File: config.mk
export PLATFORM = sky130hd
export DESIGN_NAME = mem_stage_flat
export DESIGN_NICKNAME = d
export VERILOG_FILES = /design/src/rtl/mem_stage_pkg.sv /design/src/rtl/mem_stage_if.sv /design/src/rtl/mem_wb_reg.sv /design/src/rtl/mem_stage.sv /design/src/flat_wrapper.sv
export SDC_FILE = /design/constraint.sdc
export NUM_CORES = 1
export LEC_CHECK = 0
export ABC_AREA = 1
export ABC_CLOCK_PERIOD_IN_PS = 2080
export CORE_UTILIZATION = 40
export CTS_CLUSTER_SIZE = 30
export DETAILED_ROUTE_END_ITERATION = 12
export PLACE_DENSITY_LB_ADDON = 0.1
export SYNTH_ARGS = -nofsm -noshare
export SYNTH_HDL_FRONTEND = slang
export SYNTH_HIERARCHICAL = 1
export SYNTH_SLANG_ARGS = --single-unit
export TNS_END_PERCENT = 20
File: constraint.sdc
create_clock -name clk -period 2.08 [get_ports clk]
set_clock_uncertainty 0.15 [all_clocks]
set_input_delay 0.624 -clock clk [delete_from_list [all_inputs] [get_ports clk]]
set_output_delay 0.624 -clock clk [all_outputs]
set_load 0.05 [all_outputs]
File: src/rtl/mem_stage_pkg.sv
// Shared definitions for the MEM pipeline stage: FSM encoding, parameter
// defaults and the MEM/WB register bundle.
package mem_stage_pkg;

    localparam logic [31:0] ADDR_BASE_DEFAULT = 32'd1024;
    localparam int          MEM_AW_DEFAULT    = 16;

    typedef enum logic [0:0] {
        IDLE   = 1'b0,
        ACCESS = 1'b1
    } state_t;

    typedef struct packed {
        logic        wb_en;
        logic        mem_r_en;
        logic [31:0] alu_result;
        logic [31:0] mem_data;
        logic [3:0]  dest;
    } mem_wb_t;

    // Snapshot of the EXE result taken when a memory op is accepted.
    typedef struct packed {
        logic        wb_en;
        logic        mem_r_en;
        logic        mem_w_en;
        logic [31:0] alu_result;
        logic [31:0] st_val;
        logic [3:0]  dest;
    } hold_t;

endpackage

File: src/rtl/mem_stage_if.sv
// Data-memory request/acknowledge bus between the MEM stage (master) and
// the data memory (slave).
interface mem_stage_if
    import mem_stage_pkg::*;
#(
    parameter int MEM_AW = MEM_AW_DEFAULT
);
    logic              mem_req;
    logic              mem_we;
    logic [MEM_AW-1:0] mem_addr;
    logic [31:0]       mem_wdata;
    logic [31:0]       mem_rdata;
    logic              mem_ack;

    modport master (
        output mem_req, mem_we, mem_addr, mem_wdata,
        input  mem_rdata, mem_ack
    );

    modport slave (
        input  mem_req, mem_we, mem_addr, mem_wdata,
        output mem_rdata, mem_ack
    );
endinterface

File: src/rtl/mem_wb_reg.sv
// MEM/WB pipeline register: synchronous reset and clear (bubble) take
// priority over load.
module mem_wb_reg
    import mem_stage_pkg::*;
(
    input  logic    clk,
    input  logic    rst,
    input  logic    clr,
    input  logic    ld,
    input  mem_wb_t d,
    output mem_wb_t q
);

    // NOTE: sequential state uses non-blocking assignments so every flop samples pre-edge values.
    always_ff @(posedge clk) begin
        if (rst || clr) begin
            q <= '0;
        end else if (ld) begin
            q <= d;
        end
    end

endmodule

File: src/rtl/mem_stage.sv
// MEM pipeline stage: ALU results pass in one cycle, loads/stores stall
// upstream until the data memory acks. Optional MEM_STAGE_ALIGN_CHK_EN adds align_err.
module mem_stage
    import mem_stage_pkg::*;
#(
    parameter logic [31:0] ADDR_BASE = ADDR_BASE_DEFAULT,
    parameter int          MEM_AW    = MEM_AW_DEFAULT
) (
    input  logic        clk,
    input  logic        rst,
    input  logic        exe_valid,
    input  logic        wb_en_in,
    input  logic        mem_r_en_in,
    input  logic        mem_w_en_in,
    input  logic [31:0] alu_result_in,
    input  logic [31:0] st_val_in,
    input  logic [3:0]  dest_in,
    output logic        stall,
    mem_stage_if.master dmem,
    output logic        wb_en_out,
    output logic        mem_r_en_out,
    output logic [31:0] alu_result_out,
    output logic [31:0] mem_data_out,
    output logic [3:0]  dest_out
`ifdef MEM_STAGE_ALIGN_CHK_EN
    ,
    output logic        align_err
`endif
);

    state_t  state_q, state_d;
    hold_t   hold_q;
    logic    hold_ld;
    logic    wb_ld;
    logic    mem_op;
    logic    misaligned;
    mem_wb_t wb_d, wb_q;

    assign mem_op = mem_r_en_in | mem_w_en_in;

`ifdef MEM_STAGE_ALIGN_CHK_EN
    assign misaligned = |alu_result_in[1:0];
`else
    assign misaligned = 1'b0;
`endif

    always_ff @(posedge clk) begin
        if (rst) begin
            state_q <= IDLE;
        end else begin
            state_q <= state_d;
        end
    end

    // NOTE: every output of this block gets a default first, so no path can infer a latch.
    always_comb begin
        state_d = state_q;
        stall   = 1'b0;
        hold_ld = 1'b0;
        wb_ld   = 1'b0;
        wb_d    = '0;
        unique case (state_q)
            IDLE: begin
                if (exe_valid && mem_op && !misaligned) begin
                    stall   = 1'b1;
                    hold_ld = 1'b1;
                    state_d = ACCESS;
                end else if (exe_valid) begin
                    // A misaligned access retires here as a non-writing op.
                    wb_ld           = 1'b1;
                    wb_d.wb_en      = wb_en_in & ~mem_op;
                    wb_d.alu_result = alu_result_in;
                    wb_d.dest       = dest_in;
                end
            end
            ACCESS: begin
                if (dmem.mem_ack) begin
                    state_d         = IDLE;
                    wb_ld           = 1'b1;
                    wb_d.wb_en      = hold_q.wb_en;
                    wb_d.mem_r_en   = hold_q.mem_r_en;
                    wb_d.alu_result = hold_q.alu_result;
                    wb_d.mem_data   = hold_q.mem_r_en ? dmem.mem_rdata : 32'h0;
                    wb_d.dest       = hold_q.dest;
                end else begin
                    stall = 1'b1;
                end
            end
        endcase
        if (rst) begin
            stall = 1'b0;
        end
    end

    // A combined read+write request is performed as a write only.
    always_ff @(posedge clk) begin
        if (rst) begin
            hold_q <= '0;
        end else if (hold_ld) begin
            hold_q.wb_en      <= wb_en_in;
            hold_q.mem_r_en   <= mem_r_en_in & ~mem_w_en_in;
            hold_q.mem_w_en   <= mem_w_en_in;
            hold_q.alu_result <= alu_result_in;
            hold_q.st_val     <= st_val_in;
            hold_q.dest       <= dest_in;
        end
    end

    assign dmem.mem_req   = (state_q == ACCESS);
    assign dmem.mem_we    = (state_q == ACCESS) && hold_q.mem_w_en;
    assign dmem.mem_addr  = MEM_AW'((hold_q.alu_result - ADDR_BASE) >> 2);
    assign dmem.mem_wdata = hold_q.st_val;

`ifdef MEM_STAGE_ALIGN_CHK_EN
    always_ff @(posedge clk) begin
        if (rst) begin
            align_err <= 1'b0;
        end else begin
            align_err <= (state_q == IDLE) && exe_valid && mem_op && misaligned;
        end
    end
`endif

    mem_wb_reg u_mem_wb_reg (
        .clk (clk),
        .rst (rst),
        .clr (~wb_ld),
        .ld  (wb_ld),
        .d   (wb_d),
        .q   (wb_q)
    );

    assign wb_en_out      = wb_q.wb_en;
    assign mem_r_en_out   = wb_q.mem_r_en;
    assign alu_result_out = wb_q.alu_result;
    assign mem_data_out   = wb_q.mem_data;
    assign dest_out       = wb_q.dest;

endmodule

File: src/flat_wrapper.sv
// flat-port wrapper written by rule: the top's interface ports become plain ports
module mem_stage_flat import mem_stage_pkg::*;
#(
    parameter logic [31:0] ADDR_BASE = ADDR_BASE_DEFAULT,
    parameter int          MEM_AW    = MEM_AW_DEFAULT
)
  (clk, rst, exe_valid, wb_en_in, mem_r_en_in, mem_w_en_in, alu_result_in, st_val_in, dest_in, stall, wb_en_out, mem_r_en_out, alu_result_out, mem_data_out, dest_out, dmem_mem_req, dmem_mem_we, dmem_mem_addr, dmem_mem_wdata, dmem_mem_rdata, dmem_mem_ack);
  mem_stage_if #(.MEM_AW(MEM_AW)) dmem_i ();
  input  logic clk;
  input  logic rst;
  input  logic exe_valid;
  input  logic wb_en_in;
  input  logic mem_r_en_in;
  input  logic mem_w_en_in;
  input  logic [31:0] alu_result_in;
  input  logic [31:0] st_val_in;
  input  logic [3:0] dest_in;
  output logic stall;
  output logic wb_en_out;
  output logic mem_r_en_out;
  output logic [31:0] alu_result_out;
  output logic [31:0] mem_data_out;
  output logic [3:0] dest_out;
  output wire logic [$bits(dmem_i.mem_req)-1:0] dmem_mem_req;
  output wire logic [$bits(dmem_i.mem_we)-1:0] dmem_mem_we;
  output wire logic [$bits(dmem_i.mem_addr)-1:0] dmem_mem_addr;
  output wire logic [$bits(dmem_i.mem_wdata)-1:0] dmem_mem_wdata;
  input wire logic [$bits(dmem_i.mem_rdata)-1:0] dmem_mem_rdata;
  input wire logic [$bits(dmem_i.mem_ack)-1:0] dmem_mem_ack;
  assign dmem_mem_req = dmem_i.mem_req;
  assign dmem_mem_we = dmem_i.mem_we;
  assign dmem_mem_addr = dmem_i.mem_addr;
  assign dmem_mem_wdata = dmem_i.mem_wdata;
  assign dmem_i.mem_rdata = dmem_mem_rdata;
  assign dmem_i.mem_ack = dmem_mem_ack;
  mem_stage #(.ADDR_BASE(ADDR_BASE), .MEM_AW(MEM_AW)) u_core (.clk(clk), .rst(rst), .exe_valid(exe_valid), .wb_en_in(wb_en_in), .mem_r_en_in(mem_r_en_in), .mem_w_en_in(mem_w_en_in), .alu_result_in(alu_result_in), .st_val_in(st_val_in), .dest_in(dest_in), .stall(stall), .dmem(dmem_i), .wb_en_out(wb_en_out), .mem_r_en_out(mem_r_en_out), .alu_result_out(alu_result_out), .mem_data_out(mem_data_out), .dest_out(dest_out));
endmodule
# After elaboration in Yosys (flattened, before gate mapping)
# Index checks and enable logic that the tools add are counted.
# Widths: inputs -> output; s select.
totals:
  ff_bits: 142
  latchBits: 0
  ram_bits: 0
  rom_bits: 0
  input_bits: 107
  output_inout_bits: 121
  memories: 0
classes:
  add_sub_neg: 1
  mul: 0
  n_div: 0
  n_lt_le_gt_ge: 0
  n_eq_ne: 0
  n_shift: 0
  mux: 22
  bitwise: 7
  n_reduce_logical: 3
ops:
  columns: ["cell", "count"]
  rows:
  - ["$mux 32", 4]
  - ["$mux 70", 1]
  - ["$pmux 32 s2", 1]
  - ["$sub 18x11->18 const B", 1]
  - ["$mux 1", 10]
  - ["$mux 4", 2]
  - ["$pmux 4 s2", 1]
  - ["$pmux 1 s2", 3]
  - ["$not 1->1", 4]
  - ["$and 1x1->1", 2]
  - ["$logic_and 1x1->1", 2]
  - ["$logic_or 1x1->1", 1]
  - ["$or 1x1->1", 1]

# Longest topological paths before layout
# Gate-level depths: netlist (run 1).
logic_depth:
  word_depth: 6
  mapped_depth: 12
  mapped_depth_nobuf: 8

# Modules after synthesis
# Netlist (run 1), hierarchy kept.
modules_own_cells:
  columns: ["module", "n_inst", "cells_per_inst", "area_per_inst_um2"]
  rows:
  - ["mem_stage", 1, 657, 4171.5]
  - ["mem_wb_reg", 1, 444, 2879.0]

# Worst setup path before layout (run 1)
# No wires, ideal clock.
synth_timing:
  path_kind: "flip-flop to output port"
  start: "register u_core/hold_q[46] (netlist name)"
  end: "output dmem_mem_addr[12]"
  arrival_ns: 1.913
  required_ns: 1.306
  setup_slack_ns: -0.607
  stages_incl_launch_ff: 7
  path_cell_list: "dfxtp_1 > inv_1 > ha_1 > inv_1 > nor2_1 > nand2_1 > xor2_1"
synth_via:
  elab_chain_len: 1
synth_rtl:
  columns: ["item", "line", "text"]
  rows:
  - ["start: declaration", "mem_stage.sv:32", "hold_t hold_q;"]
  - ["$sub 18x11->18", "mem_stage.sv:111", "assign dmem.mem_addr = MEM_AW'((hold_q.alu_result - ADDR_BASE) >> 2);"]
  - ["end: declaration", "flat_wrapper.sv:26", "output wire logic [$bits(dmem_i.mem_addr)-1:0] dmem_mem_addr;"]
# No other way between the ends.

# Worst setup path after layout (run 1)
# Same ends and word-level chain as after synthesis.

==> results.md, run 1 <==
- CP peak stage delay: about 0.34 ns
- Max-Cap Viols: 0
- Gr busiest metal: met2
- # H-tree levels: 4
- Min Clock Period, post-route: 2.36 ns
- Clk_lat worst skew: 0.41 ns
- Post-Syn Area: 7050 µm²
- Final instance area: 9870 µm²
- Worst setup SP type: register
- Unrepaired setup endpoints after global routing: true
- Cells along the critical path: clkinvlp_4, ha_4, inv_2, nor2_4, nand2_2, xor2_4, buf_12
- Worst setup margin: -0.279 ns
- Port Buffer Count: 227
- Hold Path Class: reg2reg
- CP max stage cell: dfxtp_2
- Effective utilization at floorplan: between 40% and 50%
- Placed cell area: 9270 µm²
- Commonest cells after routing, fill and taps aside: nor2_1 (319), nand2_1 (248), inv_1 (152)
- FMAX: about 420 MHz
- Synth warnings: 6
- Met1 Usage GRT: between 20% and 30%
- Post-route DRC: 0
- Pre-CTS setup slack: -0.467 ns
- Final #Nets: 1389
- Vias: 6576
- Reg clk slew, reported paths: roughly 0.050 ns
- Top cell type's share of synthesized area: about two fifths
- Layout cells sized above 1: between 10% and 20%
- Hold path startpoint: u_core/u_mem_wb_reg/q[51]
- Crit Path Max Fanout: 3
- Area growth, synth to finish: 39.9%
- Global-route wire length before repair: 28.9 mm
- Commonest non-fill, non-tap cell in the layout: nor2_1
- Met3 GRT Util: under 10%
- CTS Sinks: around 140
- CP Data Required Time: 1.31 ns
- Slew @ Worst Pin: 0.325 ns
- Chip width: 135 µm
- Fill cells: 1755
- Met2 Use GR: 32.2%
- Clk root buf: clkbuf_16
- Largest net degree at the start of global routing: 51
- HPWL Detailed: about 12 mm
- Kind of critical path: reg2out
- Syn Nets: 1209
- Die height: 135 µm
- Final Wtd Congestion: about 0.75
- Synth Register Bits: 142
- Initial antenna violation count: 0
- FF-to-FF path depth: 9
- Worst reg-to-reg setup slack: 0.45 ns
- Final wirelength: ~18 mm
- R2r endpoint: u_core/u_mem_wb_reg/q[5]
- Failing checks: negative setup slack
- Die ar.: 18200 µm²
- Peak VDD IR: 0.601 mV
- Vias in the first global route: 5895
- Routed len/inst: around 12 µm
- Top area cells in the synthesized netlist: dfxtp_1 (40%), nor2_1 (17%), nand2_1 (14%)
- Status: complete, but fails checks
- IO Count: 228
- Period utilisation layout: 113%
- Leading area contributor after synthesis: dfxtp_1
- Final hold slack: 0.319 ns
- PwrDens: a little under 800 nW/µm²
- Pins Over Slew Limit: 0
- Core area: 17200 µm²
- DR pass1 iterations: 4
- Clock buffer count from CTS: 17
- Cells after Synth: 1101
- Part of the Yosys area used for sequential elements: 40.3%
- Routed vias/inst: 4.33
- Element type at the critical path end: output pin
- Post-synth cell types: 21
- Antenna-violating nets left: 0
- Total Routing Usage GR: between 20% and 30%
- Hold Path End: u_core/u_mem_wb_reg/q[51]
- Setup-failing EPs final: 8
- Clk buf depth: 2
- Hold buffer count at cts: 0
- Synth Area per Inst: roughly 6.4 µm²
- Crit Reg-Reg Startpoint: u_core/dmem.mem_req
- Worst Path Arrival: 1.58 ns
- Static Leak: 4.44 nW
- Slew HR: 78.4%
- Row Count: 48
- Grt total ovfl: 0
- Cells on Worst Hold Path: 2
- DRT iter0 DRCs: 285
- CTS tree: yes
- Final Hold Fails: 0
what timing repair did:
action	CTS	global route
setup endpoints to repair	9	8
gates resized for setup	14	3
buffers inserted	0	1
pin swaps	5	2
critical path: cells and delay by family, from the launching register on:
family | cells | cell delay, ns
buf+inv | 3 | 0.34
xor+xnor | 1 | 0.17
fa+ha+maj | 1 | 0.18
simple gates | 2 | 0.14
flops | 1 | 0.34
how the worst max path moves through the flow:
stage	from	to	slack, ns	cells past startpoint
final	u_core/hold_q[46]	dmem_mem_addr[12]	-0.28	7
after global routing	u_core/hold_q[46]	dmem_mem_addr[12]	-0.34	7
after CTS	u_core/hold_q[46]	dmem_mem_addr[12]	-0.31	7
after detailed placement	exe_valid	stall	-0.47	6
after global placement	exe_valid	stall	-0.44	6
after floorplan	u_core/hold_q[46]	dmem_mem_addr[12]	-0.13	6
power by group:
group          leakage [nW]  total, mW  switching, mW  internal [mW]
registers              1.16       2.94         0.0777           2.86
clock network         0.278       2.97           1.12           1.86
logic                  3.00       1.81           1.06          0.749
total                  4.44       7.72           2.25           5.47
sequential cells by signal, indices dropped and copies added (netlist names):
register               cells
u_core/u_mem_wb_reg/q     70
u_core/hold_q             39
u_core/dmem.mem_wdata     32
u_core/dmem.mem_req        1
cells in the mapped netlist:
cell type / n
buf_6: 14
clkbuf_1: 4
buf_4: 50
ha_1: 1
nor2_1: 323
nand2_2: 2
o22ai_1: 7
nand3_1: 40
nand2_1: 254
buf_2: 25
nor2_2: 1
inv_2: 3
inv_1: 156
buf_1: 8
nor2_4: 3
xor2_1: 3
o21ai_0: 20
dfxtp_1: 142
nand4_1: 1
nand3b_1: 32
o21ai_1: 12
through the flow:
step	std cells	TNS, ns	power [mW]	utilization [%]
floorplan	1101	-0.388	4.21	-
global placement	1486	-44.67	4.80	53.8
detailed placement	1486	-51.13	4.81	53.8
CTS	1518	-1.58	7.81	57.2
global route	1519	-1.88	8.10	57.2
finish	1520	-1.28	7.72	57.2
kinds of logic after synthesis:
logic type               count (synthesis)  share of synthesized area (%)
AND/OR/NAND/NOR                        656                           37.8
flip-flops                             142                           40.3
adder cells (fa/ha/maj)                  1                          0.177
XOR/XNOR                                 3                          0.373
buffers and inverters                  260                           18.4
AO/OA/AOI/OAI                           39                           2.89
per-layer routing:
metal  part of all wire, %  vias up
met5                     0        -
met4                  0.87        0
met3                   7.6       10
met2                    45      169
met1                    47     2840
li1                      -     3557
area by class of cell:
type	count	area, µm²	share of cell area, %
clock buffer	26	489	4.96
tap	225	282	2.85
timing repair buffer	262	2530	25.7
clock inverter	6	82.6	0.837
sequential	142	2850	28.8
antenna	1	2.50	0.0254
multi-input combinational	699	3030	30.7
inverter	159	603	6.11
Power figures use the tool's default switching activity.
==> inputs of run 2 (changes only) <==
--- a/config.mk
+++ b/config.mk
@@ -7,10 +7,12 @@
 export LEC_CHECK = 0
 export ABC_AREA = 1
 export ABC_CLOCK_PERIOD_IN_PS = 2080
+export CAP_MARGIN = 20
 export CORE_UTILIZATION = 40
 export CTS_CLUSTER_SIZE = 30
 export DETAILED_ROUTE_END_ITERATION = 12
 export PLACE_DENSITY_LB_ADDON = 0.1
+export REMOVE_ABC_BUFFERS = 1
 export SYNTH_ARGS = -nofsm -noshare
 export SYNTH_HDL_FRONTEND = slang
 export SYNTH_HIERARCHICAL = 1
==> run 2 against run 1 <==
The flow still finishes with violations (negative setup slack). Worst hold slack about the same. Sequential share of layout area shrank 0.22 points. Combinational power is essentially flat. Highest routed layer unchanged. Sequential power about the same. Clock power rose by 11%. Final cell count rose by 0.26%.
==> results.md, run 2 (same netlist as run 1, synthesis figures left out) <==
- Cells along the critical path: inv_2, ha_4, buf_4, xor2_1, buf_12
- Largest net degree at the start of global routing: 72 (+41%)
- CP Data Required Time: 1.31 ns (about the same)
- Effective utilization at floorplan: 40.9% (unchanged)
- HPWL Detailed: 11.6 mm (-6.4%)
- Worst Path Arrival: 1.56 ns (-0.02 ns)
- Vias in the first global route: 6052 (+2.7%)
- Clk_lat worst skew: 0.42 ns (about the same)
- DRT iter0 DRCs: 237 (-17%)
- Setup-failing EPs final: 7 (-1)
- Total Power: 8.05 mW (+4.4%)
- Reg clk slew, reported paths: 0.06 ns (about the same)
- P_sw: 2.30 mW (+2.1%)
- Clk root buf: clkbuf_16
- Storage cell area: 2850 µm² (about the same)
- Chip width: 135 µm (unchanged)
- Min Clock Period, post-route: 2.34 ns (-0.0220 ns)
- Clk buf depth: 2 (unchanged)
- Max FFs per register: 70 (unchanged)
- Worst setup margin: -0.257 ns (+0.0220 ns)
- Commonest non-fill, non-tap cell in the layout: nor2_1
- Unrepaired setup endpoints after global routing: true
- Row Count: 48 (unchanged)
- Clock buffer count from CTS: 17 (unchanged)
- Layout cells sized above 1: 17.2% (+0.71 points)
- Routed len/inst: 11.7 µm (-0.96%)
- Worst reg-to-reg setup slack: 0.44 ns (about the same)
- Routed vias/inst: 4.38 (+1.2%)
- Placed Instances: 1491 (+0.34%)
- Pins Over Slew Limit: 0 (unchanged)
- IO Count: 228 (unchanged)
- CTS tree: yes
- DR pass1 iterations: 4 (unchanged)
- Kind of critical path: reg2out
- Initial antenna violation count: 0 (unchanged)
- Area growth, synth to finish: 41.1%
- Global-route wire length before repair: 29.0 mm (+0.17%)
- Die height: 135 µm (unchanged)
- Slew HR: 46.2% (-32 points)
- Fill cells: 1726 (-1.7%)
- CP max stage cell: dfxtp_2
- Largest Register: u_core/u_mem_wb_reg/q
- Vias: 6673 (+1.5%)
- Grt total ovfl: 0 (unchanged)
- Worst setup SP type: register
- Core area: 17200 µm² (unchanged)
- Multi-input gate area: 3000 µm² (-1.1%)
- Commonest cells after routing, fill and taps aside: nor2_1 (319), nand2_1 (246), inv_1 (152)
- PwrDens: 810 nW/µm² (+3.5%)
- Peak VDD IR: 0.586 mV (-2.5%)
- CTS Sinks: 142 (unchanged)
- Hold buffer count at cts: 0 (unchanged)
- Clock power share: 40.9% (+2.4 points)
- Sequential power share: 36.5% (-1.6 points)
- FMAX: 428 MHz (+0.94%)
- Diode count: 0 (-1)
- Hold Path Class: reg2reg
- Sw Ratio: 28.5% (-0.62 points)
- Failing checks: negative setup slack
- Slew @ Worst Pin: 0.807 ns (+0.483 ns)
- Status: complete, but fails checks
- Final wirelength: 17.9 mm (-0.70%)
- Crit Path Max Fanout: 2 (-1)
- Post-route setup TNS: -1.32 ns (-0.0420 ns)
- Final Hold Fails: 0 (unchanged)
- Max-Cap Viols: 0 (unchanged)
- Port Buffer Count: 227 (unchanged)
- Total Routing Usage GR: 20.1% (+0.039 points)
- Int Power: 5.75 mW (+5.3%)
- Final std cells w/o fill: 1524 (+0.26%)
- Final Wtd Congestion: 0.783 (+4.2%)
- # H-tree levels: 4 (unchanged)
- Element type at the critical path end: output pin
- Static Leak: 4.49 nW (+1.3%)
- Final #Nets: 1394 (+0.36%)
- Die ar.: 18200 µm² (unchanged)
- Period utilisation layout: 112% (-1.1 points)
- CP peak stage delay: 0.33 ns (about the same)
- Antenna-violating nets left: 0 (unchanged)
- Post-route DRC: 0 (unchanged)
- Comb pwr share: 22.6% (-0.8 points)
[run 2: cell count changes in the layout (fill, tap and decap cells not counted), sizes merged]
| cell | delta |
|---|---|
| buf | +5 |
| bufinv | +2 |
| clkbuf | -4 |
| clkdlybuf4s15 | -3 |
| clkdlybuf4s50 | +1 |
| clkinv | +1 |
| diode | -1 |
| dlygate4sd2 | +2 |
| inv | +1 |
[run 2: cell type report]
class,count,area share [%]
clock buffer,22,4.87
clock inverter,10,1.60
inverter,159,6.00
multi-input combinational,699,30.1
sequential,142,28.6
tap,225,2.83
timing repair buffer,267,26.0
[run 2: critical path: cells and delay by family (launching register included)]
| kind | cells | cell delay [ns] |
|---|---|---|
| xor+xnor | 1 | 0.30 |
| buf+inv | 3 | 0.36 |
| flops | 1 | 0.33 |
| fa+ha+maj | 1 | 0.15 |
[run 2: per-layer routing]
metal  wire length (µm)  global-route usage (%)  share of wire (%)
met1               8260                    24.5                 46
met2               8020                    33.2                 45
met3               1250                    5.63                7.0
met4                330                    8.18                1.8
met5                  0                       0                  0
[run 2: through the flow]
stage / util [%] / hold slack, ns / area [µm²] / setup WS, ns
after floorplan: - / 0.290 / 6350 / -4.50
after global placement: 53.5 / 0.303 / 9220 / -0.391
after detailed placement: 53.5 / 0.312 / 9220 / -0.405
after CTS: 57.5 / 0.321 / 9910 / -0.267
after global routing: 57.7 / 0.332 / 9950 / -0.300
final: 57.7 / 0.319 / 9950 / -0.257
[run 2: what timing repair did]
| action | 4_1_cts | 5_1_grt |
|---|---|---|
| gates resized for setup | 21 | 8 |
| gates cloned | 0 | 0 |
| setup endpoints to repair | 8 | 7 |
| pin swaps | 5 | 4 |
| setup buffers | 1 | 0 |
[run 2: final timing paths]
kind / start / end / depth (start not counted)
max: u_core/hold_q[47] / dmem_mem_addr[10] / 5
min: u_core/u_mem_wb_reg/q[23] / u_core/u_mem_wb_reg/q[23] / 2
max reg2reg: u_core/dmem.mem_req / u_core/u_mem_wb_reg/q[33] / 9
min reg2reg: u_core/u_mem_wb_reg/q[23] / u_core/u_mem_wb_reg/q[23] / 2
[run 2: power groups by stage]
stage | Sequential [mW] | Combinational (mW) | Clock, mW
2_1_floorplan | 3.29 | 0.743 | 0
3_3_place_gp | 2.99 | 1.78 | 0
3_5_place_dp | 3.00 | 1.79 | 0
4_1_cts | 2.94 | 1.82 | 3.37
5_1_grt | 2.96 | 1.98 | 3.48
6_report | 2.94 | 1.82 | 3.29
